### config.mk
export PLATFORM = sky130hd
export DESIGN_NAME = ahb_bus_arbiter
export DESIGN_NICKNAME = d
export VERILOG_FILES = /design/src/rtl/ahb_pkg.sv /design/src/rtl/ahb_rr_picker.sv /design/src/rtl/ahb_bus_arbiter.sv
export SDC_FILE = /design/constraint.sdc
export NUM_CORES = 1
export LEC_CHECK = 0
export CAP_MARGIN = 20
export CORE_ASPECT_RATIO = 1.75
export CORE_MARGIN = 1
export CORE_UTILIZATION = 50
export DETAILED_ROUTE_END_ITERATION = 7
export GPL_TIMING_DRIVEN = 1
export PLACE_DENSITY = 0.75
export RECOVER_POWER = 25
export SLEW_MARGIN = 20
export SYNTH_ARGS = -nofsm -noshare
export SYNTH_HDL_FRONTEND = slang
export SYNTH_SLANG_ARGS = --single-unit
### constraint.sdc
create_clock -name hclk -period 7 [get_ports hclk]
set_input_delay 1.4 -clock hclk [delete_from_list [all_inputs] [get_ports hclk]]
set_output_delay 1.4 -clock hclk [all_outputs]
set_load 0.02 [all_outputs]
### src/rtl/ahb_pkg.sv
// ahb_pkg: shared AHB transfer codes, arbiter states and one-hot helper
package ahb_pkg;
  localparam logic [1:0] HTRANS_IDLE   = 2'b00;
  localparam logic [1:0] HTRANS_BUSY   = 2'b01;
  localparam logic [1:0] HTRANS_NONSEQ = 2'b10;
  localparam logic [1:0] HTRANS_SEQ    = 2'b11;
  typedef enum logic [1:0] {PARK, GRANT, LOCKED} arb_state_e;
  function automatic logic [2:0] oh2idx(input logic [7:0] oh);
    logic [2:0] idx;
    idx = '0;
    for (int i = 0; i < 8; i++) idx = oh[i] ? (idx | 3'(i)) : idx;
    return idx;
  endfunction
endpackage

### src/rtl/ahb_rr_picker.sv
// ahb_rr_picker: rotating-priority selector that considers the current owner last
module ahb_rr_picker #(
  parameter int N = 4,
  parameter int W = 2
) (
  input  logic [N-1:0] req,
  input  logic [W-1:0] ptr,
  input  logic [N-1:0] owner,
  output logic [N-1:0] win,
  output logic         valid
);
  logic [N-1:0] others;
  function automatic logic [W-1:0] wrap(input int v);
    return W'(v % N);
  endfunction
  // descending scan so the nearest requester after ptr overwrites farther ones
  always_comb begin
    others = req & ~owner;
    win = '0;
    for (int k = N; k >= 1; k--) win = others[wrap(int'(ptr) + k)] ? (N'(1) << wrap(int'(ptr) + k)) : win;
    win = (others == '0) ? (req & owner) : win;
    valid = |req;
  end
endmodule

### src/rtl/ahb_bus_arbiter.sv
// ahb_bus_arbiter: round-robin AHB arbiter with tenure beat limit and lock support
module ahb_bus_arbiter
  import ahb_pkg::*;
#(
  parameter int NUM_MASTERS    = 4,
  parameter int MIDX_W         = 2,
  parameter int DEFAULT_MASTER = 0,
  parameter int MAX_HOLD       = 4
) (
  input  logic                   hclk,
  input  logic                   hrst,
  input  logic [NUM_MASTERS-1:0] hbusreq,
  input  logic [NUM_MASTERS-1:0] hlock,
  input  logic [1:0]             htrans,
  input  logic                   hready,
  output logic [NUM_MASTERS-1:0] hgrant,
  output logic [MIDX_W-1:0]      hmaster,
  output logic                   hmastlock
);
  localparam logic [NUM_MASTERS-1:0] DEF_OH = NUM_MASTERS'(1) << DEFAULT_MASTER;
  localparam logic [MIDX_W-1:0] DEF_IDX = MIDX_W'(DEFAULT_MASTER);
  localparam logic [7:0] HOLD_MAX = 8'(MAX_HOLD);
  arb_state_e state, state_nx;
  logic [7:0] hold_cnt, hold_nx;
  logic [MIDX_W-1:0] rr_ptr, rr_nx, gidx, pidx;
  logic [NUM_MASTERS-1:0] pick, grant_nx;
  logic pick_valid, active, arb;
  ahb_rr_picker #(.N(NUM_MASTERS), .W(MIDX_W)) u_picker (
    .req(hbusreq),
    .ptr(rr_ptr),
    .owner(hgrant),
    .win(pick),
    .valid(pick_valid)
  );
  // next-state, grant, hold counter and pointer; everything freezes while hready is low
  always_comb begin
    gidx = MIDX_W'(oh2idx(8'(hgrant)));
    pidx = MIDX_W'(oh2idx(8'(pick)));
    active = hready && (htrans == HTRANS_NONSEQ || htrans == HTRANS_SEQ);
    arb = hready && (state == PARK || (state == GRANT && (!hbusreq[gidx] || hold_cnt == HOLD_MAX)));
    grant_nx = arb ? (pick_valid ? pick : DEF_OH) : hgrant;
    rr_nx = (arb && pick_valid) ? pidx : rr_ptr;
    hold_nx = arb ? 8'd0 : (active && hold_cnt != HOLD_MAX) ? hold_cnt + 8'd1 : hold_cnt;
    state_nx = arb ? (pick_valid ? (hlock[pidx] ? LOCKED : GRANT) : PARK)
             : (hready && state == LOCKED && !hlock[gidx]) ? GRANT : state;
  end
  // state and output registers; hmaster follows hgrant one ready cycle later
  always_ff @(posedge hclk) begin
    if (hrst) begin
      state <= PARK;
      hgrant <= DEF_OH;
      hold_cnt <= '0;
      rr_ptr <= DEF_IDX;
      hmaster <= DEF_IDX;
      hmastlock <= 1'b0;
    end else begin
      state <= state_nx;
      hgrant <= grant_nx;
      hold_cnt <= hold_nx;
      rr_ptr <= rr_nx;
      if (hready) begin
        hmaster <= gidx;
        hmastlock <= hlock[gidx];
      end
    end
  end
endmodule
==> Word-level counts from Yosys, hierarchy flattened <==
Index checks and enable logic that the tools add are counted.
{ "classes": {"n_eq_ne": 6, "reduce_logical": 17, "muxes": 30, "addsub": 5, "bitwise_logic": 3, "shifts": 4, "magnitude_cmp": 6} }
{ "ops": {"columns": ["op", "count"], "rows": [
  ["$mux 4", 6],
  ["$lt 2x3->1 const B", 6],
  ["$mux 2", 8],
  ["$shl 1x2->4 const A", 4],
  ["$bmux 1 s2", 7],
  ["$mux 1", 9],
  ["$add 8x1->8 const B", 1],
  ["$and 4x4->4", 2],
  ["$eq 8x3->1 const B", 1],
  ["$ne 8x3->1 const B", 1],
  ["$logic_and 1x1->1", 7],
  ["$eq 2x2->1 const B", 3],
  ["$add 2x1->2 const B", 2],
  ["$add 2x2->2 const B", 2],
  ["$logic_not 4->1", 1],
  ["$not 4->4", 1],
  ["$reduce_or 4->1", 1],
  ["$logic_or 1x1->1", 3],
  ["$eq 2x1->1 const B", 1],
  ["$logic_not 1->1", 2],
  ["$logic_not 2->1", 1],
  ["$reduce_bool 2->1", 1],
  ["$reduce_or 2->1", 1]
]} }
{ "totals": {"ff_bits": 19, "output_inout_bits": 7, "word_cells": 77} }

==> Logic depth before layout (Yosys ltp) <==
{ "logic_depth": {"word_depth": 17, "mapped_depth": 9, "mapped_depth_nobuf": 9} }

==> By module <==
Synthesis repeated with hierarchy kept, for this count alone.
{ "hier_totals": {"hier_cells": 159, "hier_area_um2": 1475.2} }
{ "by_module_without_submodules": {"columns": ["mod", "n_inst", "area_per_inst_um2", "cells_each"], "rows": [
  ["ahb_bus_arbiter", 1, 1117.3, 119],
  ["ahb_rr_picker", 1, 357.8, 40]
]} }

==> Least setup slack after synthesis <==
No wires, ideal clock.
{ "synth_path": {"kind": "in2reg", "from": "input port hbusreq[0]", "to": "register state[1]", "required_ns": 6.884, "path_buffers": 0, "stages": 7, "path_slack_ns": 3.497, "arrival_time_ns": 3.387, "path_cell_list": "or2b_1 -> mux4_2 -> or3b_1 -> a221oi_2 -> and3b_1 -> a211o_1 -> a41o_1"} }
{ "synth_between": {"elab_chain_len": 16, "elab_cells_between_ends": 32, "cone_classes": "mux: 23; bitwise: 1; reduce/logical: 8"} }
{ "synth_rtl": {"columns": ["item", "line_no", "source"], "rows": [
  ["start, declared", "ahb_bus_arbiter.sv:12", "input logic [NUM_MASTERS-1:0] hbusreq,"],
  ["$and 4x4->4", "ahb_rr_picker.sv:18", "others = req & ~owner;"],
  ["$bmux 1 s2", "ahb_rr_picker.sv:20", "for (int k = N; k >= 1; k--) win = others[wrap(int'(ptr) + k)] ? (N'(1) << wrap(int'(ptr) + k)) : win;"],
  ["$mux 1 (implied by the code)", "ahb_rr_picker.sv:20", null],
  ["$mux 4 (4 in a row)", "ahb_rr_picker.sv:20", null],
  ["$mux 4", "ahb_rr_picker.sv:21", "win = (others == '0) ? (req & owner) : win;"],
  ["$mux 1", "ahb_pkg.sv:11", "for (int i = 0; i < 8; i++) idx = oh[i] ? (idx | 3'(i)) : idx;"],
  ["$mux 2 (2 in a row)", "ahb_pkg.sv:11", null],
  ["$bmux 1 s2", "ahb_bus_arbiter.sv:44", "state_nx = arb ? (pick_valid ? (hlock[pidx] ? LOCKED : GRANT) : PARK)"],
  ["$mux 1 (implied by the code)", "ahb_bus_arbiter.sv:44", null],
  ["$mux 2 (3 in a row)", "ahb_bus_arbiter.sv:44", null],
  ["end signal, assigned", "ahb_bus_arbiter.sv:57", "state <= state_nx;"],
  ["end, declared", "ahb_bus_arbiter.sv:23", "arb_state_e state, state_nx;"]
]} }
Several ways; a longest one is shown, not always the timed one. The select of a mux whose other input is x is not followed.
A chain may end at the register's enable or synchronous reset.

==> Worst setup path after layout <==
{ "layout_path": {"from": "input port hbusreq[3]", "to": "register state[1]"} }
Same word-level chain as after synthesis.

==> impl_metrics.env <==
export IMPL_hold_violations=0
export IMPL_fin_crit_sh_pct=59.8
export IMPL_cap_violations=0
export IMPL_cp_required_ns=7.14
export IMPL_r2r_slack_ns=3.53
export IMPL_r2r_end="state[1]$_SDFFE_PP0P_"
export IMPL_cts_resized=0
export IMPL_synth_nets=173
export IMPL_end_kind="flop"
export IMPL_synthCells=154
export IMPL_wirelength_mm=3.45
export IMPL_num_rows=24
export IMPL_fmax_ghz=0.239
export IMPL_drc=0
export IMPL_firstDrtPassIters=4
export IMPL_vdd_drop_max_mv=0.239
export IMPL_area_growth_pct=18.0
export IMPL_period_minus_slack_ns=4.18
export IMPL_grt_pass1_vias=1229
export IMPL_cp_start_kind="input port"
export IMPL_die_w_um=41.2
export IMPL_yosysWarningCount=0
export IMPL_min_delay_path_depth=2
export IMPL_path_delay_family="simple AND/OR/NAND/NOR gates"
export IMPL_finalSetupTns_ns=0
export IMPL_status="finished, final reports clean"
export IMPL_num_antenna_cells=0
export IMPL_track_usage_pct=25.0
export IMPL_grt_max_degree=13
export IMPL_antenna_found_initial=0
export IMPL_hold_end="hmaster[0]$_SDFFE_PP0P_"
export IMPL_critPathArrivalTime_ns=4.33
export IMPL_nNetsFinal=192
export IMPL_syn_area_um2=1350
export IMPL_numCtsBuffers=3
export IMPL_max_stage_delay_ns=0.87
export IMPL_worstPathMaxFanout=6
export IMPL_tightest_slew_ns=0.993
export IMPL_dp_hpwl_mm=2.77
export IMPL_critPathKind="in -> reg"
export IMPL_hold_path_class="reg -> reg"
export IMPL_drv_slew=0
export IMPL_seq_area_frac_synth_pct=28.3
export IMPL_worstReg2RegStart="rr_ptr[0]$_SDFFE_PP0P_"
export IMPL_rsz0062_at_grt="false"
export IMPL_ys_types=48
export IMPL_cts_sinks=19
export IMPL_h_tree_depth=1
export IMPL_grt_pass1_wl_mm=5.19
export IMPL_io_pin_count=20
export IMPL_dieArea_um2=2910
export IMPL_port_buffers=18
export IMPL_ys_seq_elements=19
export IMPL_start_util_pct=53.3
export IMPL_power_density_nw_per_um2=394
export IMPL_grt_ovfl_total=0
export IMPL_synth_area_per_cell_um2=8.73
export IMPL_place_congestion=0.866
export IMPL_final_util_pct=62.9
export IMPL_ys_flop_type="dfxtp_1"
export IMPL_leakagePower_nw=0.586
export IMPL_ant_nets=0
export IMPL_drtIter0Drc=40
export IMPL_setup_viol=0
export IMPL_fin_skew_ns=0.00410
export IMPL_clk_pin_slew_ns=0.07
export IMPL_wl_per_cell_um=17.4
export IMPL_worstRegToRegCells=9
export IMPL_vias=1284
export IMPL_synth_edff_count=0
export IMPL_post_cts_buffers=0
export IMPL_dieHeight_um=70.6
export IMPL_clock_path_buffers=2
export IMPL_crit_slowest_cell="nor4_1"
export IMPL_cts_root_buffer="clkbuf_8"
export IMPL_relSlewSlack_pct=33.2
export IMPL_cts_tree="yes"
export IMPL_min_from="hmaster[0]$_SDFFE_PP0P_"
export IMPL_final_layout_size_suffix_gt1_share_pct=8.14
export IMPL_crit_chain="clkdlybuf4s50_1 -> nor2b_1 -> nor4_1 -> nor2_1 -> a31oi_1 -> a21boi_0 -> a211o_1 -> a41o_1"
export IMPL_viasPerCell=6.48
export IMPL_core_area_um2=2520
export IMPL_clkLatencyLatePin_ns=0.25
export IMPL_critical_path_buf_inv_count=1
export IMPL_async_flop_share_pct=0
export IMPL_cp_depth=8
export IMPL_ctsHoldBuffers=0
power breakdown:
| part | internal (W) | total [W] | switching (W) |
|---|---|---|---|
| Clock | 0.0000394 | 0.0000739 | 0.0000344 |
| Sequential | 0.000131 | 0.000175 | 0.0000440 |
| Combinational | 0.000173 | 0.000376 | 0.000203 |
| Total | 0.000343 | 0.000625 | 0.000282 |
registers in the layout, indices dropped and copies added (netlist names):
name       count
hgrant         4
state          2
hmastlock      1
hmaster        2
hold_cnt       8
rr_ptr         2
how the worst max path moves through the flow:
stage,startpoint,endpoint,slack [ns]
finish,hbusreq[3],state[1]$_SDFFE_PP0P_,2.82
global route,hbusreq[1],state[0]$_SDFFE_PP0P_,2.70
CTS,hbusreq[3],state[1]$_SDFFE_PP0P_,2.89
detailed placement,hbusreq[3],state[1]$_SDFFE_PP0P_,2.64
global placement,hbusreq[0],state[1]$_SDFFE_PP0P_,2.70
floorplan,hbusreq[0],state[1]$_SDFFE_PP0P_,3.50
logic make-up after synthesis:
| group | count (synthesis) | synth area share, % |
|---|---|---|
| simple gates | 64 | 25.7 |
| compound gates | 35 | 20.8 |
| flops | 19 | 28.3 |
| buf+inv | 13 | 3.81 |
| mux | 10 | 11.3 |
| xor+xnor | 7 | 4.56 |
| fa+ha+maj | 6 | 5.58 |
placed cells by master (no fill, tap or decap), types with 2 or more instances in the layout:
cell,instances
a21oi_1,4
nand2b_1,4
nand3_1,4
xor2_1,4
a221oi_2,2
mux2i_1,5
nor2b_1,5
o21ai_0,2
o2bb2ai_1,3
o22a_1,2
a211oi_1,4
and2_1,2
nand2_1,8
clkdlybuf4s50_1,13
inv_1,9
mux4_2,4
clkbuf_8,3
nor2_1,24
dfxtp_1,19
a31oi_1,3
nor4_1,2
nand4_1,3
dlygate4sd3_1,5
ha_1,6
a32o_1,2
o22ai_1,2
o41ai_1,2
nor3_1,2
xnor2_1,3
worst reg2reg max path: cells and delay by family (launching register included):
| family | cells | cell delay [ns] |
|---|---|---|
| fa+ha+maj | 1 | 0.40 |
| flops | 1 | 0.53 |
| simple gates | 4 | 1.45 |
| compound gates | 3 | 0.79 |
| buf+inv | 1 | 0.20 |
cell usage after synthesis, drive strengths merged (4+ instances only):
cell	instances	share of area [%]
nor2	24	6.7
dfxtp	19	28
inv	9	2.5
nand2	8	2.2
ha	6	5.6
mux2i	5	3.7
nor2b	5	2.3
a211oi	4	2.2
a21oi	4	1.5
mux4	4	6.7
nand2b	4	1.9
nand3	4	1.5
xor2	4	2.6
final cells by class:
class | instances | area (um2)
clock inverters | 1 | 5.00
fillers | 236 | 936
clock buffers | 3 | 41.3
multi-input cells | 122 | 913
well taps | 26 | 32.5
repair buffers | 18 | 180
inverters | 9 | 33.8
flip-flops and latches | 19 | 380
stage by stage:
| step | cells | area [um2] | total power, W | setup slack (ns) | hold slack, ns |
|---|---|---|---|---|---|
| floorplan | 154 | 1350 | 0.000446 | 3.50 | 0.480 |
| global placement | 194 | 1540 | 0.000538 | 2.70 | 0.485 |
| detailed placement | 194 | 1540 | 0.000549 | 2.64 | 0.503 |
| CTS | 198 | 1590 | 0.000624 | 2.89 | 0.519 |
| global route | 198 | 1590 | 0.000670 | 2.70 | 0.551 |
| finish | 198 | 1590 | 0.000625 | 2.82 | 0.505 |
routing by layer:
metal  GRT usage [%]  wire (um)  up-vias
li1                -          -      615
met1            22.9       1220      634
met2            50.2       2090       31
met3            1.88         89        4
met4            7.17         39        0
met5               0          0        -
(Power assumes the default switching activity.)
